### src/rtl/tt_mul_pkg.sv
// Shared definitions for the shift-add multiplier tile that rebuilds a
// dividend from the divider tile's quotient, divisor and remainder.
package tt_mul_pkg;

    localparam int N = 4;

    localparam int START_BIT = 4;
    localparam int BUSY_BIT  = 5;
    localparam int DONE_BIT  = 6;
    localparam int ERR_BIT   = 7;

    localparam logic [7:0] UIO_OE_MASK = 8'hE0;

    typedef enum logic [1:0] {
        IDLE = 2'd0,
        MUL  = 2'd1,
        DONE = 2'd2
    } state_t;

endpackage

### src/rtl/mul_shift_add_core.sv
// Generic N-bit shift-add multiply-accumulate datapath: result = mplier * mcand + addend.
// One partial product is folded in per step; 'last' flags the final step.
module mul_shift_add_core #(
    parameter int N = 4
) (
    input  logic           clk,
    input  logic           rst_n,
    input  logic           load,
    input  logic           step,
    input  logic [N-1:0]   mplier_in,
    input  logic [N-1:0]   mcand_in,
    input  logic [N-1:0]   addend_in,
    output logic           last,
    output logic [2*N-1:0] result
);

    localparam int CW = (N > 1) ? $clog2(N) : 1;

    logic [2*N-1:0] acc_q, acc_d;
    logic [2*N-1:0] mcand_q, mcand_d;
    logic [N-1:0]   mplier_q, mplier_d;
    logic [CW-1:0]  cnt_q, cnt_d;

    always_comb begin
        acc_d    = acc_q;
        mcand_d  = mcand_q;
        mplier_d = mplier_q;
        cnt_d    = cnt_q;
        if (load) begin
            // Seeding the accumulator with the addend folds "+ R" in for free.
            acc_d    = {{N{1'b0}}, addend_in};
            mcand_d  = {{N{1'b0}}, mcand_in};
            mplier_d = mplier_in;
            cnt_d    = '0;
        end else if (step) begin
            if (mplier_q[0]) begin
                acc_d = acc_q + mcand_q;
            end
            mcand_d  = mcand_q << 1;
            mplier_d = mplier_q >> 1;
            cnt_d    = cnt_q + CW'(1);
        end
    end

    always_ff @(posedge clk or negedge rst_n) begin
        if (!rst_n) begin
            acc_q    <= '0;
            mcand_q  <= '0;
            mplier_q <= '0;
            cnt_q    <= '0;
        end else begin
            acc_q    <= acc_d;
            mcand_q  <= mcand_d;
            mplier_q <= mplier_d;
            cnt_q    <= cnt_d;
        end
    end

    assign last   = (cnt_q == CW'(N - 1));
    assign result = acc_q;

endmodule

### src/rtl/tt_um_unsigned_multiplier_seq.sv
// TinyTapeout tile: dividend = Q * D + R via a sequential multiplier, with a
// flag for divider results that are not canonical (D == 0 or R >= D).
module tt_um_unsigned_multiplier_seq
    import tt_mul_pkg::*;
(
    input  logic       clk,
    input  logic       rst_n,
    input  logic       ena,
    input  logic [7:0] ui_in,
    input  logic [7:0] uio_in,
    output logic [7:0] uo_out,
    output logic [7:0] uio_out,
    output logic [7:0] uio_oe
);

    state_t         state_q, state_d;
    logic           start_q;
    logic [2*N-1:0] uo_q, uo_d;
    logic           done_q, done_d;
    logic           err_q, err_d;

    logic           start_evt;
    logic           busy;
    logic           core_load, core_step, core_last;
    logic [2*N-1:0] core_result;

    logic [N-1:0]   q_in, d_in, r_in;
    logic           unused_uio;

    assign q_in       = ui_in[7:4];
    assign d_in       = ui_in[3:0];
    assign r_in       = uio_in[3:0];
    assign unused_uio = &{1'b0, uio_in[7:5]};

    assign start_evt = ena && uio_in[START_BIT] && !start_q;
    assign busy      = (state_q != IDLE);

    always_comb begin
        state_d   = state_q;
        uo_d      = uo_q;
        done_d    = done_q;
        err_d     = err_q;
        core_load = 1'b0;
        core_step = 1'b0;
        // A disabled tile takes no transitions, so the datapath freezes with it.
        if (ena) begin
            case (state_q)
                IDLE: begin
                    done_d = 1'b0;
                    if (start_evt) begin
                        core_load = 1'b1;
                        err_d     = (d_in == '0) || (r_in >= d_in);
                        state_d   = MUL;
                    end
                end
                MUL: begin
                    core_step = 1'b1;
                    if (core_last) begin
                        state_d = DONE;
                    end
                end
                DONE: begin
                    uo_d    = core_result;
                    done_d  = 1'b1;
                    state_d = IDLE;
                end
                default: state_d = IDLE;
            endcase
        end
    end

    always_ff @(posedge clk or negedge rst_n) begin
        if (!rst_n) begin
            state_q <= IDLE;
            start_q <= 1'b0;
            uo_q    <= '0;
            done_q  <= 1'b0;
            err_q   <= 1'b0;
        end else if (ena) begin
            state_q <= state_d;
            start_q <= uio_in[START_BIT];
            uo_q    <= uo_d;
            done_q  <= done_d;
            err_q   <= err_d;
        end
    end

    mul_shift_add_core #(.N(N)) u_core (
        .clk       (clk),
        .rst_n     (rst_n),
        .load      (core_load),
        .step      (core_step),
        .mplier_in (q_in),
        .mcand_in  (d_in),
        .addend_in (r_in),
        .last      (core_last),
        .result    (core_result)
    );

    always_comb begin
        uio_out           = '0;
        uio_out[BUSY_BIT] = busy;
        uio_out[DONE_BIT] = done_q;
        uio_out[ERR_BIT]  = err_q;
    end

    assign uo_out = uo_q;
    assign uio_oe = UIO_OE_MASK;

endmodule
### config.mk
export PLATFORM = sky130hd
export DESIGN_NAME = tt_um_unsigned_multiplier_seq
export DESIGN_NICKNAME = d
export VERILOG_FILES = /design/src/rtl/tt_mul_pkg.sv /design/src/rtl/mul_shift_add_core.sv /design/src/rtl/tt_um_unsigned_multiplier_seq.sv
export SDC_FILE = /design/constraint.sdc
export NUM_CORES = 1
export LEC_CHECK = 0
export BUFFER_PORTS_ARGS = -buffer_cell sky130_fd_sc_hd__buf_2
export CORE_ASPECT_RATIO = 0.5
export CORE_MARGIN = 2
export CORE_UTILIZATION = 40
export DETAILED_ROUTE_END_ITERATION = 10
export PLACE_DENSITY = 0.6
export SYNTH_ARGS = -nofsm -noshare
export SYNTH_HDL_FRONTEND = slang
export SYNTH_SLANG_ARGS = --single-unit
### constraint.sdc
create_clock -name clk -period 2.4 [get_ports clk]
set_input_delay 0.48 -clock clk [delete_from_list [all_inputs] [get_ports clk]]
set_output_delay 0.48 -clock clk [all_outputs]
set_load 0.02 [all_outputs]
==> impl_metrics.ini <==
[place]
io_buffer_count = 26
dp_hpwl_um = 2686
gp_congestion = 0.7300
placedInstanceArea_um2 = 2085

[sta]
max_slew_margin_pct = 47.46
fin_crit_sh_pct = 82.50
finalSetupViolCount = 0
whs_ns = 0.2644
hold_viol = 0
tightest_slew_ns = 0.7882
slew_violations = 0
clock.fmax_mhz = 505.1
skew_ns = 0.002779
finalSetupTns_ns = 0
final_period_minus_worst_setup_slack_ns = 1.980
rsz0062_at_grt = no

[die]
die_height_um = 53.62
die_w_um = 103.2
row_count = 17
die-area_um2 = 5535
start_util_pct = 43.06
core_area_um2 = 4573
io_pins = 43

[cts]
htree_levels = 2
post_cts_resized = 0
clk_latency_ns = 0.29
cts_tree = built
cts.sinks = 35
cts_buffer_depth = 2
cts.reportedPaths.clkPinSlew_ns = 0.07
cts_setup_buffers = 0
cts_buffers = 5
cts_hold_buf = 0
root_buffer = clkbuf_8

[synthesis]
yosysSeqAreaShare_pct = 44.47
yosys_warnings = 0
synthArstFlopShare_pct = 100.0
ys.flop_type = dfrtp_1
ys_types = 38
synth_edf_count = 0
syn_inst = 202
synth_seq_cells = 35
synth_area_per_cell_um2 = 9.749
syn-cell-area_um2 = 1969

[cells_and_area]
nFillCells = 441
multi_input_area_um2 = 939.7
fin_nets = 258
syn2layout_area_growth_pct = 10.29
layout_commonest_cell = nand2_1
diodes = 0
final_cell_mix = nand2_1, dfrtp_1, buf_2
regArea_um2 = 875.8
stdcell_area_um2 = 2172
final_layout_size_suffix_gt1_share_pct = 23.45

[min_path]
holdCritPathClass = input pin to async pin

[run]
cap_violations = 0

[run_status]
status = complete, no violations

[critical_path]
r2r-end = u_core.result[6]
critical_path.startpoint = u_core.mcand_q[0]
crit_arrival_ns = 2.14
path_max_fanout = 3
timing.rr.start = u_core.mcand_q[0]
crit_required_ns = 2.56
critPathKind = flip-flop to flip-flop
worst_setup_path_end_kind = flip-flop
rrSetupSlack_ns = 0.42
start_kind = flip-flop
r2r_cells = 9

[grt]
track_usage_pct = 15.53
gr-total-overflow = 0
grt_pass1_wl_um = 6244
antenna_found_initial = 0
grt_pass1_vias = 1276
grt_max_degree = 36

[drt]
drtPass1Iterations = 4
routed_wl_um = 3658
postRouteAntennaNets = 0
vias_per_cell = 4.760
drc = 0
wl_per_cell_um = 12.53
first_iter_violations = 45
num_vias = 1390

[pwr]
power_density_nw_per_um2 = 1044
p_leak_nw = 1.098
p_switching_uw = 871.3
vdd_drop_max_uv = 336.4
p_clk_share_pct = 19.4
intPower_mw = 1.395
p_sw_share_pct = 38.44
power_frac_comb_pct = 38.3
seq_power_share_pct = 42.3
how the worst max path moves through the flow:
stage                  endpoint  slack, ns  cells past startpoint
2_1_floorplan  u_core.result[7]       0.65                      7
3_3_place_gp   u_core.result[6]       0.46                      9
3_5_place_dp   u_core.result[6]       0.43                      9
4_1_cts        u_core.result[6]       0.42                      9
5_1_grt        u_core.result[6]       0.26                      9
6_report       u_core.result[6]       0.42                      9
critical path, stage by stage, from the launching register on:
cell      delay (ns)
dfrtp_1         0.39
ha_1            0.22
inv_1           0.07
fa_1            0.38
nor2b_1         0.21
nor3_1          0.09
o21bai_1        0.17
a21oi_1         0.10
xor2_1          0.13
o22ai_1         0.09
sequential cells by signal (all words and copies together) (netlist names):
name             flops
uo_out               8
state_q              2
u_core.cnt_q         2
u_core.mplier_q      4
u_core.mcand_q       8
done_q               1
start_q              1
err_q                1
u_core.result        8
per-stage QoR:
stage | total power [mW] | worst slack, ns | cells | util [%]
2_1_floorplan | 1.669 | 0.6497 | 213 | -
3_3_place_gp | 1.820 | 0.4568 | 285 | 45.58
3_5_place_dp | 1.849 | 0.4337 | 285 | 45.58
4_1_cts | 2.293 | 0.4194 | 292 | 47.50
5_1_grt | 2.467 | 0.2640 | 292 | 47.50
6_report | 2.267 | 0.4200 | 292 | 47.50
synth_stat cells (2+ instances only):
cell / instances / share of area (%)
or2_2: 2 / 0.64
o22ai_1: 3 / 0.95
buf_2: 6 / 1.5
nor2_1: 8 / 1.5
ha_1: 12 / 7.6
xnor2_1: 3 / 1.3
conb_1: 2 / 0.38
o21ai_0: 13 / 3.3
a22oi_1: 5 / 1.9
xor2_1: 2 / 0.89
nand2b_1: 3 / 0.95
mux2i_1: 2 / 1.0
a21oi_1: 12 / 3.0
nor2b_1: 3 / 0.95
buf_4: 16 / 6.1
mux2_2: 8 / 4.6
dfrtp_1: 35 / 44
inv_1: 9 / 1.7
o21bai_1: 2 / 0.76
nor3_1: 2 / 0.51
nand2_1: 37 / 7.1
per-layer routing:
| layer | track usage (%) | vias up | routed length [um] |
|---|---|---|---|
| li1 | - | 704 | - |
| met1 | 21.72 | 641 | 1935 |
| met3 | 5.584 | 6 | 235 |
| met2 | 22.40 | 39 | 1435 |
| met4 | 5.263 | 0 | 53 |
| met5 | 0 | - | 0 |
logic make-up (layout without fill, tap and decap cells):
kind of cell | after synthesis | count (layout) | synth area share (%)
and+or+nand+nor | 60 | 60 | 13.72
AOI/OAI and AO/OA | 45 | 45 | 15.06
DFF | 35 | 35 | 44.47
buffers and inverters | 32 | 45 | 9.911
adders and majority gates | 13 | 13 | 8.640
muxes | 10 | 10 | 5.591
xor gates and xnor gates | 5 | 5 | 2.224
other | 2 | 13 | 0.3813
power by group through the flow:
stage | sequential [mW] | clock [mW] | combinational (mW)
final | 0.958 | 0.439 | 0.869
after global routing | 0.995 | 0.475 | 0.997
after CTS | 0.961 | 0.452 | 0.880
after detailed placement | 0.973 | 0 | 0.875
after global placement | 0.967 | 0 | 0.852
after floorplan | 0.964 | 0 | 0.705
cell type report:
class	instances	share of cell area (%)
flip-flops and latches	35	40.32
well taps	66	3.802
inverters	9	1.555
repair buffers	29	7.028
clock buffers	6	3.802
clock inverters	1	0.2304
multi-input cells	146	43.26
Power figures use the tool's default switching activity.
